**src/rtl/alu_pkg.sv**
```systemverilog
// Opcode encoding, issue-stage states and opcode classification helpers
// shared by the ALU issue stage and its surroundings.
package alu_pkg;

    localparam logic [2:0] OP_ADD = 3'd1;
    localparam logic [2:0] OP_SUB = 3'd2;
    localparam logic [2:0] OP_MUL = 3'd3;
    localparam logic [2:0] OP_DIV = 3'd4;
    localparam logic [2:0] OP_MOD = 3'd5;
    localparam logic [2:0] OP_XOR = 3'd6;

    typedef enum logic [1:0] {IDLE, EXEC, RESP} state_t;

    function automatic logic is_slow(input logic [2:0] op);
        return (op == OP_MUL) || (op == OP_DIV) || (op == OP_MOD);
    endfunction

    function automatic logic is_valid_op(input logic [2:0] op);
        return (op != 3'd0) && (op != 3'd7);
    endfunction

endpackage

```
**src/rtl/alu_issue_stage.sv**
```systemverilog
// Issue stage in front of the 16-bit ALU: registers one operation onto the ALU
// inputs, waits a per-opcode settle interval, then returns {result, z, err}.
module alu_issue_stage
    import alu_pkg::*;
#(
    parameter int WIDTH       = 16,
    parameter int SETTLE_FAST = 1,
    parameter int SETTLE_SLOW = 3,
    parameter int CNT_W       = 16
) (
    input  logic             clk,
    input  logic             reset_n,
    input  logic             req_valid,
    output logic             req_ready,
    input  logic [2:0]       req_op,
    input  logic [WIDTH-1:0] req_a,
    input  logic [WIDTH-1:0] req_b,
    output logic [WIDTH-1:0] alu_in1,
    output logic [WIDTH-1:0] alu_in2,
    output logic [2:0]       alu_op,
    input  logic [WIDTH-1:0] alu_out,
    output logic             rsp_valid,
    input  logic             rsp_ready,
    output logic [WIDTH-1:0] rsp_data,
    output logic             rsp_z,
    output logic             rsp_err,
    output logic             busy,
    output logic [CNT_W-1:0] op_count
);

    state_t     state;
    logic [7:0] settle_cnt;
    logic       bypass;

    // Div/mod divisor is in1 (req_a); a zero divisor is answered without the ALU.
    assign bypass = !is_valid_op(req_op) ||
                    (((req_op == OP_DIV) || (req_op == OP_MOD)) && (req_a == '0));

    assign req_ready = (state == IDLE);
    assign busy      = (state != IDLE);

    always_ff @(posedge clk or negedge reset_n) begin
        if (!reset_n) begin
            state      <= IDLE;
            settle_cnt <= '0;
            alu_in1    <= '0;
            alu_in2    <= '0;
            alu_op     <= '0;
            rsp_valid  <= 1'b0;
            rsp_data   <= '0;
            rsp_z      <= 1'b0;
            rsp_err    <= 1'b0;
            op_count   <= '0;
        end else begin
            case (state)
                IDLE: begin
                    if (req_valid) begin
                        alu_in1 <= req_a;
                        alu_in2 <= req_b;
                        if (bypass) begin
                            alu_op    <= '0;
                            rsp_data  <= '0;
                            rsp_z     <= 1'b1;
                            rsp_err   <= 1'b1;
                            rsp_valid <= 1'b1;
                            state     <= RESP;
                        end else begin
                            alu_op     <= req_op;
                            settle_cnt <= is_slow(req_op) ? 8'(SETTLE_SLOW) : 8'(SETTLE_FAST);
                            state      <= EXEC;
                        end
                    end
                end
                EXEC: begin
                    // <=1 rather than ==1 so a zero settle setting cannot wedge the stage
                    if (settle_cnt <= 8'd1) begin
                        rsp_data  <= alu_out;
                        rsp_z     <= alu_out[WIDTH-1] | (alu_out == '0);
                        rsp_err   <= 1'b0;
                        rsp_valid <= 1'b1;
                        state     <= RESP;
                    end else begin
                        settle_cnt <= settle_cnt - 8'd1;
                    end
                end
                RESP: begin
                    if (rsp_ready) begin
                        rsp_valid <= 1'b0;
                        op_count  <= op_count + 1'b1;
                        state     <= IDLE;
                    end
                end
                default: state <= IDLE;
            endcase
        end
    end

endmodule

```
**config.mk**
```make
export PLATFORM = sky130hd
export DESIGN_NAME = alu_issue_stage
export DESIGN_NICKNAME = d
export VERILOG_FILES = /design/src/rtl/alu_pkg.sv /design/src/rtl/alu_issue_stage.sv
export SDC_FILE = /design/constraint.sdc
export NUM_CORES = 1
export LEC_CHECK = 0
export BUFFER_PORTS_ARGS = -buffer_cell sky130_fd_sc_hd__buf_4
export CAP_MARGIN = 25
export CORE_ASPECT_RATIO = 1.4
export CORE_MARGIN = 1.5
export CORE_UTILIZATION = 51
export CTS_BUF_LIST = sky130_fd_sc_hd__clkbuf_2
export DETAILED_ROUTE_END_ITERATION = 8
export PLACE_DENSITY = 0.82
export RECOVER_POWER = 50
export SLEW_MARGIN = 20
export SYNTH_ARGS = -nofsm -noshare
export SYNTH_HDL_FRONTEND = slang
export SYNTH_SLANG_ARGS = --single-unit
export TNS_END_PERCENT = 30
```
**constraint.sdc**
```tcl
create_clock -name clk -period 3.05 [get_ports clk]
set_clock_uncertainty 0.15 [all_clocks]
set_input_delay 0.305 -clock clk [delete_from_list [all_inputs] [get_ports clk]]
set_output_delay 0.305 -clock clk [all_outputs]
set_load 0.005 [all_outputs]
```
Yosys cells after proc, flatten, opt, wreduce, memory -nomap -nowiden

Cells that the tools add are included.

Flip-flop bits (word level): 80
Input port bits: 55
Output and inout bits: 72
Logic and storage cells: 70

Add/subtract/negate cells: 2
Magnitude comparators: 1
Equality and inequality tests: 12
Muxes and demuxes: 24
Bitwise operators: 1
Reduce and logical (&&, ||, !) cells: 20

Operator list:

| operator                                                               | count |
|---|---|
| 16-bit 2-to-1 mux                                                      | 3 |
| 16-bit zero test                                                       | 2 |
| 16-bit one-hot mux with 2 select lines                                 | 1 |
| 8-bit 2-to-1 mux                                                       | 3 |
| 16-bit by 1-bit adder with 16-bit output (second input constant)       | 1 |
| 8-bit one-hot mux with 2 select lines                                  | 1 |
| 2-bit 2-to-1 mux                                                       | 5 |
| 2-bit inequality test (second input constant)                          | 5 |
| 8-bit by 1-bit <= comparator with 1-bit output (second input constant) | 1 |
| 4-bit AND reduction                                                    | 2 |
| 8-bit by 1-bit subtractor with 8-bit output (second input constant)    | 1 |
| 3-bit == test (second input constant)                                  | 2 |
| 1-bit 2-to-1 mux                                                       | 6 |
| 2-bit one-hot mux with 3 select lines                                  | 1 |
| 3-bit nonzero test                                                     | 2 |
| 5-bit AND reduction                                                    | 1 |
| 1-bit logical OR                                                       | 4 |
| 1-bit one-hot mux with 2 select lines                                  | 2 |
| 2-bit AND reduction                                                    | 2 |
| 2-bit nonzero test                                                     | 2 |
| 3-bit by 2-bit == test with 1-bit output (second input constant)       | 1 |
| 3-bit 2-to-1 mux                                                       | 1 |
| 3-bit inequality test (second input constant)                          | 1 |
| 1-bit one-hot mux with 3 select lines                                  | 1 |
| other kinds (8)                                                        | 9 |

Depth between registers and ports, before layout

Gate-level depths: netlist of run 1.

Depth after elaboration: 7
Mapped depth: 8

Least setup slack after synthesis of run 1

OpenSTA, ideal clock, no wires.

Kind: reg-to-reg
Start point: register settle_cnt[0]
End point: register rsp_data[10]
Library setup time: 0.121 ns
Arrival time: 1.872 ns
Data required time: 2.779 ns
Path slack: 0.907 ns
Stages on the path, launching flop included: 9
Path buffers: 1
Period minus slack after synthesis: 2.143 ns
Path through: dfrtp_1 -> inv_1 -> ha_1 -> nor2_1 -> or4b_4 -> nor2_8 -> o21ai_4 -> buf_6 -> a22o_1

Longest elaborated chain between the ends: 3

Ends and longest elaborated chain:

| element                                        | line                  | RTL |
|---|---|---|
| start, declared                                | alu_issue_stage.sv:32 | `logic [7:0] settle_cnt;` |
| start signal, assigned                         | alu_issue_stage.sv:69 | `settle_cnt <= is_slow(req_op) ? 8'(SETTLE_SLOW) : 8'(SETTLE_FAST);` |
| start signal, assigned                         | alu_issue_stage.sv:83 | `settle_cnt <= settle_cnt - 8'd1;` |
| 8-bit by 1-bit <= comparator with 1-bit output | alu_issue_stage.sv:76 | `if (settle_cnt <= 8'd1) begin` |
| 2-bit inequality test (no line)                | n/a                   |  |
| 4-bit AND reduction (no line)                  | n/a                   |  |
| end signal, assigned                           | alu_issue_stage.sv:77 | `rsp_data <= alu_out;` |
| end, declared                                  | alu_issue_stage.sv:24 | `output logic [WIDTH-1:0] rsp_data,` |

Every way passes these cells.
A chain may end at the register's enable or synchronous reset.

Final worst setup path of run 1

Start point: register settle_cnt[1]
End point: register rsp_z

Longest elaborated chain between the ends: 3

Ends and longest elaborated chain:

| element                                        | line                  | RTL |
|---|---|---|
| 8-bit by 1-bit <= comparator with 1-bit output | alu_issue_stage.sv:76 |  |
| 2-bit inequality test (no line)                | n/a                   |  |
| 4-bit AND reduction (no line)                  | n/a                   |  |
| end signal, assigned                           | alu_issue_stage.sv:78 | `rsp_z <= alu_out[WIDTH-1] \| (alu_out == '0);` |
| end, declared                                  | alu_issue_stage.sv:25 | `output logic rsp_z,` |

Every way passes these cells.

==> impl_metrics.ini, run 1 <==
[status]
status = finished clean

[pwr]
ir_worst_vdd_v = 0.000506
p_leak_nw = 2.65
powerDensity_nw_per_um2 = 779

[die]
coreArea_sq_um = 6530
start_util_pct = 52.3
die_w_microns = 72.2
ioPinCount = 127
die_h_microns = 99.8
die-area_sq_um = 7200
row_count = 35

[global_route]
grt_pass1_wl_microns = 15000
first_global_vias = 3207
grt_start_max_net_pins = 81
grt_remaining_overflow = 0
grt_antenna_before_repair = 0
grt_use_total_pct = 27.1

[timing]
drv_slew = 0
setup_viol = 0
worstMarginPinSlew_ps = 1090
post-route-period-util_pct = 82.5
finalHoldViolations = 0
max_freq_mhz = 397
min_period_ps = 2520
finalSetupTns_ps = 0
maxSlewHeadroom_pct = 27.4
whs_ps = 80.7
rsz0062_at_grt = no

[clocking]
cts_resized = 0
cts-buffers-inserted = 9
root_buffer = clkbuf_2
cts_buffer_depth = 2
clkSlewWorstSetupHoldPaths_ps = 200
clkSinkCount = 80
insertion_delay_ps = 520
cts_tree = done
htreeDepth = 3

[synthesis]
netlist_area_sq_um = 3420
synth.most_common_cell = nand2_1
ys_types = 46
syn_avg_cell_area_sq_um = 10.1
netlist_instances = 338
synth_edf_count = 0
synthTopCellsByCount = nand2_1 (124), dfrtp_1 (80), a22o_1 (17), nor2_1 (11), xnor2_1 (11)
synth.area.top_cells = dfrtp_1 (59%), nand2_1 (14%), a22o_1 (4.4%)
ys.warnings.count = 0
synth_nets = 396
synth_area_leader_cell = dfrtp_1
synthArstFlopShare_pct = 100
seq_area_frac_synth_pct = 58.6
synth.top_cell.area_share_pct = 58.6
synth_seq_cells = 80
ys_dominant_reg_cell = dfrtp_1

[routing]
vias = 3183
drt_iter0_markers = 148
wire_per_inst_microns = 15.7
ant_nets = 0
drt-pass1-iter-count = 5
routed_via_density = 5.32
drc = 0
routed_wl_microns = 9370

[cells_and_area]
n_antenna_cell = 0
nNetsFinal = 577
syn2layout_area_growth_pct = 48.8
drive_gt1_share_pct = 28.2

[critical_path]
crit_buf_inv = 1
required_ps = 3300
slowest_delay_ps = 540
worst-path-max-fanout = 19
start_kind = flop
cp_cell_sequence = inv_1, ha_1, nor2_1, or4b_4, nor2_8, o21ai_4, mux2_4
slowest_stage = or4b_4
crit_family = simple AND/OR/NAND/NOR gates
end_kind = flop
cp.arrival_ps = 2770
crit_type = reg -> reg

[place]
gp_congestion = 0.779
port_buffers = 126
dp_hpwl_microns = 5850

[hold_path]
hp-class = in -> reg

[run]
drv_cap = 0
[metal layers]
metal | part of all wire [%] | global-route usage [%] | vias to the layer above
li1 | - | - | 1511
met1 | 40 | 31.1 | 1520
met2 | 52 | 47.8 | 125
met3 | 5.0 | 5.32 | 27
met4 | 3.0 | 12.9 | 0
met5 | 0 | 0 | -
[per-stage QoR]
stage | area, sq um | util, % | setup slack [ps] | cells | power [mW]
6_report | 5080 | 77.9 | 533 | 598 | 3.96
3_5_place_dp | 4420 | 67.7 | 570 | 529 | 3.29
2_1_floorplan | 3420 | - | 907 | 338 | 2.51
4_1_cts | 5070 | 77.7 | 548 | 597 | 3.97
3_3_place_gp | 4420 | 67.7 | 662 | 529 | 3.23
5_1_grt | 5080 | 77.9 | 433 | 598 | 4.23
[worst register-to-register path, stage by stage (launching register included)]
cell     delay (ps)
dfrtp_1         440
inv_1           120
ha_1            260
nor2_1           90
or4b_4          540
nor2_8          260
o21ai_4         210
mux2_4          350
[what timing repair did]
item | in CTS | in global routing
hold endpoints to repair | 135 | 0
hold buffers | 52 | 0
buffers inserted | 0 | 0
[sequential cells by signal, indices dropped and copies added, names as in the netlist]
| name | count |
|---|---|
| alu_in1 | 16 |
| alu_in2 | 16 |
| alu_op | 3 |
| op_count | 16 |
| rsp_data | 16 |
| rsp_err | 1 |
| rsp_valid | 1 |
| rsp_z | 1 |
| settle_cnt | 8 |
| state | 2 |
[layout make-up]
| type | count | area (sq um) |
|---|---|---|
| clock buffer | 10 | 50.0 |
| clock inverter | 6 | 83.8 |
| fill | 434 | 1440 |
| inverter | 5 | 18.8 |
| multi-input combinational | 242 | 1340 |
| sequential | 80 | 2000 |
| tap | 74 | 92.6 |
| timing repair buffer | 181 | 1490 |
[kinds of logic (layout without fill, tap and decap cells)]
kind of cell | after synthesis | count (layout) | share of synthesized area [%]
flip-flops | 80 | 80 | 58.6
AO/OA/AOI/OAI | 43 | 43 | 9.85
buffers and inverters | 16 | 202 | 2.05
AND/OR/NAND/NOR | 178 | 178 | 23.5
XOR/XNOR | 15 | 15 | 3.85
multiplexers | 3 | 3 | 1.03
adder cells (fa/ha/maj) | 3 | 3 | 1.10
[path summary, 6_finish.rpt]
path	from	end	slack (ps)	cells past startpoint
hold reg to reg	op_count[15]	op_count[15]	350	1
min in group asynchronous	reset_n	alu_in2[1]	340	2
setup reg to reg	settle_cnt[1]	rsp_z	530	7
setup / recovery	settle_cnt[1]	rsp_z	530	7
max in group asynchronous	reset_n	settle_cnt[5]	1550	3
hold / removal	req_op[2]	alu_op[2]	80	3
[report_power, final]
part | internal (mW) | total (mW) | leakage (nW) | switching [mW]
combinational | 0.822 | 1.64 | 1.54 | 0.820
sequential | 1.42 | 1.69 | 1.03 | 0.270
clock | 0.272 | 0.630 | 0.0857 | 0.358
[layout by cell type, fill, tap and decap left out, types with 2 or more instances in the layout]
cell type,count
nand2_1,124
buf_4,97
dfrtp_1,80
dlygate4sd3_1,52
clkbuf_4,26
a22o_1,17
nor2_1,11
xnor2_1,11
clkbuf_2,10
nor4_1,8
o21ai_0,6
a21oi_1,6
nand3_1,6
inv_1,5
nand4_1,5
clkbuf_1,5
nor3_1,4
xor2_1,4
and3_1,3
ha_1,3
clkinv_2,3
a21bo_2,2
nand2b_1,2
nand3b_1,2
o2bb2ai_1,2
or3_1,2
a21o_1,2
mux2i_1,2
bufinv_16,2
Power figures use the tool's default switching activity.
==> run 2, diff against run 1 <==
--- a/config.mk
+++ b/config.mk
@@ -9,10 +9,10 @@
 export CAP_MARGIN = 25
 export CORE_ASPECT_RATIO = 1.4
 export CORE_MARGIN = 1.5
-export CORE_UTILIZATION = 51
+export CORE_UTILIZATION = 46
 export CTS_BUF_LIST = sky130_fd_sc_hd__clkbuf_2
 export DETAILED_ROUTE_END_ITERATION = 8
-export PLACE_DENSITY = 0.82
+export PLACE_DENSITY = 0.78
 export RECOVER_POWER = 50
 export SLEW_MARGIN = 20
 export SYNTH_ARGS = -nofsm -noshare
==> constraint.sdc (replaced) <==
create_clock -name clk -period 2.1 [get_ports clk]
set_clock_uncertainty 0.15 [all_clocks]
set_input_delay 0.21 -clock clk [delete_from_list [all_inputs] [get_ports clk]]
set_output_delay 0.21 -clock clk [all_outputs]
set_load 0.005 [all_outputs]
==> impl_metrics.ini, run 2 (synthesis gave the netlist of run 1 again) <==
[timing]
fin_ws_ps = 8.16
worstMarginPinSlew_ps = 635
finalHoldViolations = 0
min_period_ps = 2090
maxSlewHeadroom_pct = 57.6
drv_slew = 0
post-route-period-util_pct = 99.6
rsz0062_at_grt = yes
max_freq_mhz = 478
setup_viol = 0

[global_route]
grtUsageMet2_pct = 46.2
grt_pass1_wl_microns = 15700
grt_antenna_before_repair = 0
grt_start_max_net_pins = 43
first_global_vias = 3397
met1_usage_pct = 27.9
grt_use_met3_pct = 4.92
grt_use_total_pct = 26.1
grt_remaining_overflow = 0
busiest_layer = met2

[critical_path]
cp_cell_sequence = nor4_2, or4b_4, nor2_8, o21ai_4, buf_4, a22o_1
end_kind = flop
slowest_delay_ps = 550
worst-path-max-fanout = 6
crit_family = simple AND/OR/NAND/NOR gates
crit_type = reg -> reg
start_kind = flop
required_ps = 2410
slowest_stage = or4b_4
cp.arrival_ps = 2400
crit_buf_inv = 1

[routing]
drt_iter0_markers = 186
routed_via_density = 5.12
drt-pass1-iter-count = 6
routed_wl_microns = 9890
drc = 0
ant_nets = 0
wire_per_inst_microns = 15.3
vias = 3302

[die]
row_count = 37
die_h_microns = 105
start_util_pct = 47.0
coreArea_sq_um = 7270
die-area_sq_um = 7960
ioPinCount = 127
die_w_microns = 75.8

[pwr]
powerDensity_nw_per_um2 = 1140
seq_power_share_pct = 40.0
p_int_mw = 3.79
p_sw_mw = 2.24
power_frac_clock_pct = 13.9
ir_worst_vdd_v = 0.000742
p_leak_nw = 2.74
pwr-share-comb_pct = 46.1
swShare_pct = 37.1

[cells_and_area]
final_common_cell = nand2_1
instances_no_fill = 645
syn2layout_area_growth_pct = 55.3
n_fill_cell = 505
mostFrequentLayoutCells = nand2_1 (124), buf_4 (122), dfrtp_1 (80)
fin_area_sq_um = 5310
n_antenna_cell = 0
nNetsFinal = 601
drive_gt1_share_pct = 31.9

[clocking]
cts_tree = done
cts_buffer_depth = 2
cts-buffers-inserted = 9
htreeDepth = 3
clkSinkCount = 80
insertion_delay_ps = 530
root_buffer = clkbuf_2
clkSlewWorstSetupHoldPaths_ps = 230

[place]
place_ws_ps = -16.4
port_buffers = 126
gp_congestion = 0.844
dp_hpwl_microns = 6370
placed_area_sq_um = 4600
numPlacedInstances = 570

[hold_path]
hp-class = in -> reg

[status]
status = finished clean

[run]
drv_cap = 0
-- run 2: what timing repair did --
action	CTS	global route
hold buffers	56	0
resized for setup	1	6
endpoints found under the setup margin	11	15
pin swaps	0	1
setup buffers	1	2
hold endpoints to repair	138	0
-- run 2: tightest hold or removal path, cell delays in order --
cell           delay (ps)
dlygate4sd3_1         520
buf_4                  90
nand2_1                40
nand2_1                50
-- run 2: power groups by stage --
stage	Sequential, mW	Clock, mW	Combinational, mW
after global placement	2.41	0	2.56
after detailed placement	2.43	0	2.62
after CTS	2.40	0.858	2.73
final	2.41	0.840	2.78
after floorplan	2.45	0	1.21
after global routing	2.47	0.933	3.06
-- run 2: through the flow --
step | utilization (%) | power (mW) | TNS [ps] | hold WS [ps]
2_1_floorplan | - | 3.65 | -179 | -236
3_3_place_gp | 63.3 | 4.98 | 0 | 64.1
3_5_place_dp | 63.3 | 5.05 | -109 | 70.5
4_1_cts | 72.9 | 5.98 | 0 | 203
5_1_grt | 73.0 | 6.46 | -311 | 212
6_report | 73.0 | 6.03 | 0 | 238
-- run 2: final timing paths --
| check | start | to | slack, ps | depth (start not counted) |
|---|---|---|---|---|
| max reg2reg | settle_cnt[3] | rsp_data[13] | 8 | 6 |
| min | req_b[0] | alu_in2[0] | 240 | 4 |
| max in group asynchronous | reset_n | settle_cnt[5] | 200 | 4 |
| max | settle_cnt[3] | rsp_data[13] | 8 | 6 |
| min reg2reg | alu_in2[13] | alu_in2[13] | 350 | 2 |
| min in group asynchronous | reset_n | alu_op[2] | 570 | 3 |
-- run 2: per-layer routing --
| layer | share of wire [%] | up-vias |
|---|---|---|
| met1 | 37 | 1594 |
| met5 | 0 | - |
| met2 | 55 | 124 |
| met3 | 4.9 | 28 |
| met4 | 3.3 | 0 |
| li1 | - | 1556 |
-- run 2: layout make-up --
cell class	instances	area [sq um]	share of cell area [%]
flip-flops and latches	80	2000	37.7
repair buffers	205	1660	31.3
multi-input cells	242	1380	26.0
clock inverters	7	78.8	1.49
well taps	97	121	2.29
inverters	5	18.8	0.354
clock buffers	9	45.0	0.849
==> run 3, diff against run 2 <==
--- a/config.mk
+++ b/config.mk
@@ -8,7 +8,7 @@
 export BUFFER_PORTS_ARGS = -buffer_cell sky130_fd_sc_hd__buf_4
 export CAP_MARGIN = 25
 export CORE_ASPECT_RATIO = 1.4
-export CORE_MARGIN = 1.5
+export CORE_MARGIN = 5
 export CORE_UTILIZATION = 46
 export CTS_BUF_LIST = sky130_fd_sc_hd__clkbuf_2
 export DETAILED_ROUTE_END_ITERATION = 8
==> impl_metrics.ini, run 3 (synthesis gave the netlist of run 1 again) <==
[timing]
fin_ws_ps = -65.5
finalSetupTns_ps = -867
drv_slew = 0
maxSlewHeadroom_pct = 47.3
setup_viol = 17
worstMarginPinSlew_ps = 790
rsz0062_at_grt = yes
min_period_ps = 2170
finalHoldViolations = 0
post-route-period-util_pct = 103
max_freq_mhz = 462

[critical_path]
crit_buf_inv = 1
r2r-start = settle_cnt[4]
worst-path-max-fanout = 7
cp_cell_sequence = nor4_4, or4b_4, nor2_8, o21ai_4, buf_12, a22o_1
slowest_stage = or4b_4
cp.arrival_ps = 2450
crit_type = reg -> reg
slowest_delay_ps = 560
r2r_cells = 6
regToRegSetupSlack_ps = -70
required_ps = 2380
rr_endpoint = rsp_data[5]
end_kind = flop
start_kind = flop
crit_family = simple AND/OR/NAND/NOR gates

[cells_and_area]
n_fill_cell = 539
n_antenna_cell = 0
multi_input_area_sq_um = 1360
syn2layout_area_growth_pct = 55.4
seqCellArea_sq_um = 2000
nNetsFinal = 599
mostFrequentLayoutCells = nand2_1 (124), buf_4 (120), dfrtp_1 (79)
drive_gt1_share_pct = 30.8
final_common_cell = nand2_1

[clocking]
root_buffer = clkbuf_2
insertion_delay_ps = 520
cts-buffers-inserted = 9
clkSlewWorstSetupHoldPaths_ps = 210
cts_buffer_depth = 2
clkSinkCount = 80
htreeDepth = 3
cts_tree = done

[routing]
routed_wl_microns = 9810
routed_via_density = 5.03
drt_iter0_markers = 130
vias = 3234
ant_nets = 0
wire_per_inst_microns = 15.3
drc = 0
drt-pass1-iter-count = 4

[die]
die_w_microns = 82.8
coreArea_sq_um = 7310
ioPinCount = 127
die-area_sq_um = 9270
die_h_microns = 112
start_util_pct = 46.7
row_count = 37

[global_route]
grt_remaining_overflow = 0
grt_antenna_before_repair = 0
grt_pass1_wl_microns = 16200
grt_start_max_net_pins = 48
first_global_vias = 3252
grt_use_total_pct = 21.6

[hold_path]
hp-class = in -> reg
worstHoldPathCells = 4
hp-start = req_b[7]
holdPathEnd = alu_in2[7]

[pwr]
ir_worst_vdd_v = 0.000632
swShare_pct = 36.0
p_sw_mw = 2.19
power_frac_clock_pct = 14.9
p_leak_nw = 2.76
pwr-share-comb_pct = 45.2
seq_power_share_pct = 39.9
powerDensity_nw_per_um2 = 1150
p_int_mw = 3.89

[place]
dp_hpwl_microns = 6520
port_buffers = 126
place_ws_ps = -78.9
gp_congestion = 0.821

[run]
drv_cap = 0

[status]
status = finished with violations
violations = setup timing
-- run 3: per-layer routing --
metal  vias up  track usage, %  share of wire [%]
li1       1551               -                  -
met1      1543            25.3                 40
met2       116            37.1                 51
met3        24            5.40                5.7
met4         0            10.0                3.1
met5         -               0                  0
-- run 3: power by group through the flow --
stage                     Clock (mW)  Combinational, mW  Sequential, mW
final                          0.907               2.75            2.42
after global routing           0.987               3.02            2.49
after CTS                      0.924               2.75            2.41
after detailed placement           0               2.60            2.43
after global placement             0               2.53            2.42
after floorplan                    0               1.21            2.45
-- run 3: worst reg2reg max path, delay by kind of cell, from the launching register on --
family / cells / cell delay (ps)
and+or+nand+nor: 3 / 1000
DFF: 1 / 460
AOI/OAI and AO/OA: 2 / 290
buffers and inverters: 1 / 170
-- run 3: final cells by class --
class                      instances  share of cell area (%)
sequential                        80                    37.7
timing repair buffer             203                    31.4
multi-input combinational        242                    25.7
tap                               97                    2.29
clock inverter                     7                    1.63
clock buffer                       9                   0.849
inverter                           5                   0.354
-- run 3: repair_timing --
action,4_1_cts,5_1_grt
endpoints found under the setup margin,18,21
gates resized for setup,2,2
pin swaps,1,1
hold buffers,56,0
setup buffers,3,1
endpoints found under the hold margin,138,0
-- run 3: through the flow --
| step | hold WS [ps] | util [%] | std cells | instance area [sq um] | total power [mW] |
|---|---|---|---|---|---|
| 4_1_cts | 211 | 73.0 | 642 | 5340 | 6.08 |
| 5_1_grt | 230 | 72.6 | 643 | 5310 | 6.50 |
| 6_report | 257 | 72.6 | 643 | 5310 | 6.08 |
| 2_1_floorplan | -236 | - | 338 | 3420 | 3.65 |
| 3_3_place_gp | 29.2 | 62.9 | 567 | 4600 | 4.95 |
| 3_5_place_dp | 35.2 | 62.9 | 567 | 4600 | 5.03 |
-- run 3: worst max-delay path by stage --
stage | startpoint | to | slack [ps] | cells past startpoint
final | settle_cnt[4] | rsp_data[5] | -70 | 6
after global routing | settle_cnt[4] | rsp_data[5] | -170 | 6
after CTS | settle_cnt[3] | rsp_data[5] | -40 | 6
after detailed placement | settle_cnt[4] | rsp_data[6] | -80 | 6
after global placement | settle_cnt[4] | rsp_data[13] | -8 | 6
after floorplan | settle_cnt[0] | rsp_data[10] | -20 | 8
